`src/rtl/serial_adder_pkg.sv`:
```
// Shared constants for the adder family: state encoding and default widths.
package serial_adder_pkg;

    localparam int DEF_WIDTH       = 16;
    localparam int DEF_APPROX_BITS = 4;

    typedef enum logic [1:0] {
        ST_IDLE = 2'd0,
        ST_RUN  = 2'd1,
        ST_DONE = 2'd2
    } state_e;

endpackage

```
`src/rtl/fa_cell.sv`:
```
// One-bit full adder cell, time-shared across all bit positions by the sequencer.
module fa_cell (
    input  logic a,
    input  logic b,
    input  logic c,
    output logic sum,
    output logic carry
);

    assign sum   = a ^ b ^ c;
    assign carry = (a & b) | (a & c) | (b & c);

endmodule

```
`src/rtl/serial_fa_sequencer.sv`:
```
// Bit-serial adder: one full-adder cell, one bit per clock, LSB first, with an
// optional approximate low-bit mode and valid/ready on both sides.
module serial_fa_sequencer
    import serial_adder_pkg::*;
#(
    parameter int WIDTH       = DEF_WIDTH,
    parameter int APPROX_BITS = DEF_APPROX_BITS,
    parameter int IDX_W       = $clog2(WIDTH)
) (
    input  logic             clk,
    input  logic             rst,
    input  logic             in_valid,
    output logic             in_ready,
    input  logic [WIDTH-1:0] in_a,
    input  logic [WIDTH-1:0] in_b,
    input  logic             in_cin,
    input  logic             in_approx,
    output logic             out_valid,
    input  logic             out_ready,
    output logic [WIDTH-1:0] out_sum,
    output logic             out_cout,
    output logic             busy,
    output logic [IDX_W-1:0] bit_idx
);

    state_e           state_q, state_d;
    logic [WIDTH-1:0] a_q, a_d;
    logic [WIDTH-1:0] b_q, b_d;
    logic [WIDTH-1:0] sum_q, sum_d;
    logic             carry_q, carry_d;
    logic             approx_q, approx_d;
    logic [IDX_W-1:0] bit_idx_q, bit_idx_d;

    logic cell_a, cell_b, cell_s, cell_c;
    logic approx_bit, bit_s, bit_c;

    fa_cell u_cell (
        .a     (cell_a),
        .b     (cell_b),
        .c     (carry_q),
        .sum   (cell_s),
        .carry (cell_c)
    );

    // Low bits in approx mode bypass the cell: OR for sum, carry only out of the top approx bit.
    always_comb begin
        cell_a     = a_q[bit_idx_q];
        cell_b     = b_q[bit_idx_q];
        approx_bit = approx_q && (int'(bit_idx_q) < APPROX_BITS);
        bit_s      = cell_s;
        bit_c      = cell_c;
        if (approx_bit) begin
            bit_s = cell_a | cell_b;
            bit_c = (int'(bit_idx_q) == APPROX_BITS - 1) ? (cell_a & cell_b) : 1'b0;
        end
    end

    always_comb begin
        state_d   = state_q;
        a_d       = a_q;
        b_d       = b_q;
        sum_d     = sum_q;
        carry_d   = carry_q;
        approx_d  = approx_q;
        bit_idx_d = bit_idx_q;
        case (state_q)
            ST_IDLE: begin
                if (in_valid) begin
                    a_d       = in_a;
                    b_d       = in_b;
                    approx_d  = in_approx;
                    carry_d   = in_approx ? 1'b0 : in_cin;
                    sum_d     = '0;
                    bit_idx_d = '0;
                    state_d   = ST_RUN;
                end
            end
            ST_RUN: begin
                sum_d   = {bit_s, sum_q[WIDTH-1:1]};
                carry_d = bit_c;
                if (bit_idx_q == IDX_W'(WIDTH - 1)) begin
                    bit_idx_d = '0;
                    state_d   = ST_DONE;
                end else begin
                    bit_idx_d = bit_idx_q + 1'b1;
                end
            end
            ST_DONE: begin
                if (out_ready) state_d = ST_IDLE;
            end
            default: state_d = ST_IDLE;
        endcase
    end

    always_ff @(posedge clk or posedge rst) begin
        if (rst) begin
            state_q   <= ST_IDLE;
            a_q       <= '0;
            b_q       <= '0;
            sum_q     <= '0;
            carry_q   <= 1'b0;
            approx_q  <= 1'b0;
            bit_idx_q <= '0;
        end else begin
            state_q   <= state_d;
            a_q       <= a_d;
            b_q       <= b_d;
            sum_q     <= sum_d;
            carry_q   <= carry_d;
            approx_q  <= approx_d;
            bit_idx_q <= bit_idx_d;
        end
    end

    assign in_ready  = (state_q == ST_IDLE);
    assign out_valid = (state_q == ST_DONE);
    assign busy      = (state_q != ST_IDLE);
    assign bit_idx   = bit_idx_q;
    assign out_sum   = sum_q;
    assign out_cout  = carry_q;

endmodule

```
`config.mk`:
```
export PLATFORM = sky130hd
export DESIGN_NAME = serial_fa_sequencer
export DESIGN_NICKNAME = d
export VERILOG_FILES = /design/src/rtl/serial_adder_pkg.sv /design/src/rtl/fa_cell.sv /design/src/rtl/serial_fa_sequencer.sv
export SDC_FILE = /design/constraint.sdc
export NUM_CORES = 1
export LEC_CHECK = 0
export CAP_MARGIN = 20
export CORE_MARGIN = 2
export CORE_UTILIZATION = 38
export CTS_CLUSTER_DIAMETER = 80
export CTS_CLUSTER_SIZE = 8
export DETAILED_ROUTE_END_ITERATION = 10
export PLACE_DENSITY = 0.69
export SLEW_MARGIN = 10
export SYNTH_ARGS = -nofsm -noshare
export SYNTH_HDL_FRONTEND = slang
export SYNTH_SLANG_ARGS = --single-unit
```
`constraint.sdc`:
```
create_clock -name clk -period 3.33 [get_ports clk]
set_input_delay 0.4995 -clock clk [delete_from_list [all_inputs] [get_ports clk]]
set_output_delay 0.4995 -clock clk [all_outputs]
set_load 0.01 [all_outputs]
```
==> results.md <==
* Place WS at between 0.7 and 0.8 ns
* Final HPWL DP at between 3000 and 4000 um
* Synth area leader: dfrtp_1
* Initial core utilization at 38.6%
* Yosys Warn Count at 0
* WP depth at 6
* Remaining Overflow, GRT at 0
* Antenna viol nets, final at 0
* Reg2reg start: bit_idx[0]$_DFFE_PP0P_
* Share of layout cells above drive strength 1 at under 10%
* Pwr dens at 920 mW/mm2
* Period minus WS final at between 2 and 3 ns
* Setup violators final at 0
* Netlist cell types at 30
* Core Area at approximately 0.0067 mm2
* Logic pwr share at between 40% and 50%
* DP Area at 0.00326 mm2
* Worst Path Max Fanout at 11
* Register-to-Register Path Depth at 6
* Reg-to-Reg End: out_sum[15]$_DFFE_PP0P_
* Clk sinks at 56
* Vias in the first global route at approximately 2000
* Register bit total from synthesis at 56
* Final nets at roughly 380
* Setup bufs post-CTS at 0
* Starting DRT DRC Count at 99
* Net Sw Frac at 38.0%
* Area grow syn2layout at 29.6%
* DRT Wirelength at ~5500 um
* Detailed-route wire length per cell at about 13 um
* Register area share after synthesis at 54.0%
* Num ports at 62
* Critical Path AT at 2.84 ns
* Syn Nets at roughly 330
* Hold path depth at 2
* Yosys top cell area share at 54.0%
* Final hold violations at 0
* Lkg Pwr at between 1.5 and 2 nW
* F_max at between 300 and 400 MHz
* Worst Min Path Start: a_q[1]$_DFFE_PP0P_
* Antenna violations before repair at 0
* Via-to-Cell Ratio at just under 5
* CP endpoint kind: flop
* Number of CTS-inserted buffers at 5
* Final worst-path cycle share at 78.6%
* CTS resizes at 0
* Vias at just over 2000
* Clk pwr share at 13.9%
* Worst path max stage delay at a little under 0.7 ns
* Drt drc at 0
* Register-to-register setup slack at 0.71 ns
* Post-Syn Instances at 285
* Final WS setup at 0.713 ns
* CP top delay family: multiplexers
* First-pass GRT wire length at around 9200 um
* Final Wtd Congestion at between 0.7 and 0.8
* Syn avg cell area at between 9 and 10 um2
* Clock transition at the registers of the reported paths at roughly 0.09 ns
* Fin cells at around 420
* Status: complete, no violations
* Largest net degree at the start of global routing at just over 40
* Skew final at about 0.0056 ns
* Net switching power at between 0.001 and 0.0015 W
* Pre-antenna DRT Iters at 5
* Cell area after synthesis at approximately 0.0026 mm2
* Die ar. at roughly 0.0075 mm2
* Final setup TNS at 0 ns
* Crit-path slowest cell: dfrtp_1
* Die Height at 86.7 um
* All-layer global routing usage at between 10% and 20%
* N_diodes at 0
* Pint at roughly 0.0019 W
* WP buf/inv at 0
* Port buffer count at roughly 60
* Worst Hold Endpoint: a_q[1]$_DFFE_PP0P_
* H-tree lvl count at 2
* CP required at around 3.6 ns
* Row count at 30
* Sequential share of power at roughly 40%
* CP startpoint kind: flop
* Final std cell area, no fill at about 0.0034 mm2
* Worst-margin pin slew at approximately 0.83 ns
* Top cells by area, synth: dfrtp_1, nand2_1, o21ai_0
* Worst-path cell chain: mux4_1 -> a22oi_1 -> and2_1 -> fa_1 -> mux2_2 -> o21ai_0
* Worst vdd rail ir drop at roughly 0.33 mV
* Hold_ws at 0.479 ns
* Placed insts at 415
* Die X at about 87 um
* Root buffer cell: clkbuf_8
* CTS tree: done
* Unrepaired setup endpoints after global routing: no
* CTS Buffer Depth at 2
* Max Slew Vio Count at 0
* FILL cells at 668
* Worst skew pair latency at roughly 0.31 ns
* Critical path class: flop to flop
* Hold_buf cts at 0
* Relative slew slack at roughly 45%
* Hold crit path type: flop to flop
* Max-capacitance violation count at 0
## tightest hold or removal path: stages, from the launching register on
cell and delay [ns]:
dfrtp_1 0.35, nand2_1 0.05, nand2_1 0.05
## state kept, by name, summed over array words and instances (netlist names)
name      count
out_sum      16
bit_idx       4
b_q          16
state_q       2
out_cout      1
approx_q      1
a_q          16
## per-stage QoR
step,util [%],power [W]
after floorplan,-,0.00219
after global placement,48.5,0.00265
after detailed placement,48.5,0.00270
after CTS,50.1,0.00315
after global routing,50.1,0.00337
final,50.1,0.00310
## final cells by class
class	count	area, um2	share of cell area, %
Sequential cell	56	1400	41.7
Multi-Input combinational cell	206	1080	32.0
Timing Repair Buffer	67	656	19.5
Tap cell	80	100	2.98
Clock buffer	6	72.6	2.16
Clock inverter	2	35.0	1.04
Inverter	6	22.5	0.669
## cells by family after synthesis
kind of cell / count (synthesis) / synth area share [%]
flip-flops: 56 / 54.0
multiplexers: 13 / 7.28
AND/OR/NAND/NOR: 155 / 23.6
AO/OA/AOI/OAI: 33 / 8.05
XOR/XNOR: 1 / 0.337
adder cells (fa/ha/maj): 4 / 2.22
buffers and inverters: 23 / 4.53
## power by group through the flow
stage	combinational (W)	sequential, W	clock, W
global placement	0.00138	0.00127	0
global route	0.00160	0.00130	0.000473
floorplan	0.000979	0.00121	0
finish	0.00141	0.00125	0.000431
CTS	0.00144	0.00126	0.000449
detailed placement	0.00143	0.00127	0
## Yosys cell counts
cell type / count
o2bb2ai_1: 1
xnor2_1: 1
buf_6: 1
nand2_1: 139
clkbuf_1: 9
a221oi_1: 2
nand3b_1: 1
fa_1: 1
o21ai_1: 2
a22oi_1: 2
a21oi_1: 1
dfrtp_1: 56
nor2b_1: 3
ha_1: 3
mux4_2: 2
nor3b_1: 1
buf_12: 1
buf_2: 6
a221oi_2: 2
o21ai_0: 19
mux2i_1: 8
a311oi_1: 1
mux2_2: 1
a31oi_1: 3
mux4_1: 2
nor2_1: 3
and2_1: 4
inv_1: 6
nand2b_1: 1
nand3_1: 3
## routing by layer
metal / part of all wire (%) / global-route usage (%)
met1: 46 / 19.7
met5: 0 / 0
met3: 4.1 / 2.95
met4: 1.8 / 6.11
met2: 48 / 26.2
## layout by cell type (no fill, tap or decap), drive strengths merged
master	Yosys	routed
a31oi	3	3
a21oi	1	1
nand3	3	3
o21ai	21	21
nor2	3	3
buf	8	6
mux4	4	4
bufinv	0	1
ha	3	3
o2bb2ai	1	1
nand2	139	139
mux2i	8	8
nand2b	1	1
a22oi	2	2
clkinv	0	1
mux2	1	1
fa	1	1
clkdlybuf4s50	0	61
a311oi	1	1
nand3b	1	1
xnor2	1	1
nor3b	1	1
clkbuf	9	6
a221oi	4	4
dfrtp	56	56
nor2b	3	3
and2	4	4
inv	6	6
## worst max-delay path by stage
stage / slack, ns / end / startpoint
5_1_grt: 0.53 / out_sum[15]$_DFFE_PP0P_ / bit_idx[0]$_DFFE_PP0P_
3_5_place_dp: 0.70 / out_sum[15]$_DFFE_PP0P_ / bit_idx[0]$_DFFE_PP0P_
2_1_floorplan: 0.99 / out_sum[15]$_DFFE_PP0P_ / bit_idx[0]$_DFFE_PP0P_
3_3_place_gp: 0.75 / out_sum[15]$_DFFE_PP0P_ / bit_idx[0]$_DFFE_PP0P_
4_1_cts: 0.67 / out_sum[15]$_DFFE_PP0P_ / bit_idx[0]$_DFFE_PP0P_
6_report: 0.71 / out_sum[15]$_DFFE_PP0P_ / bit_idx[0]$_DFFE_PP0P_
Note: power is estimated with default switching activity, not from simulation.
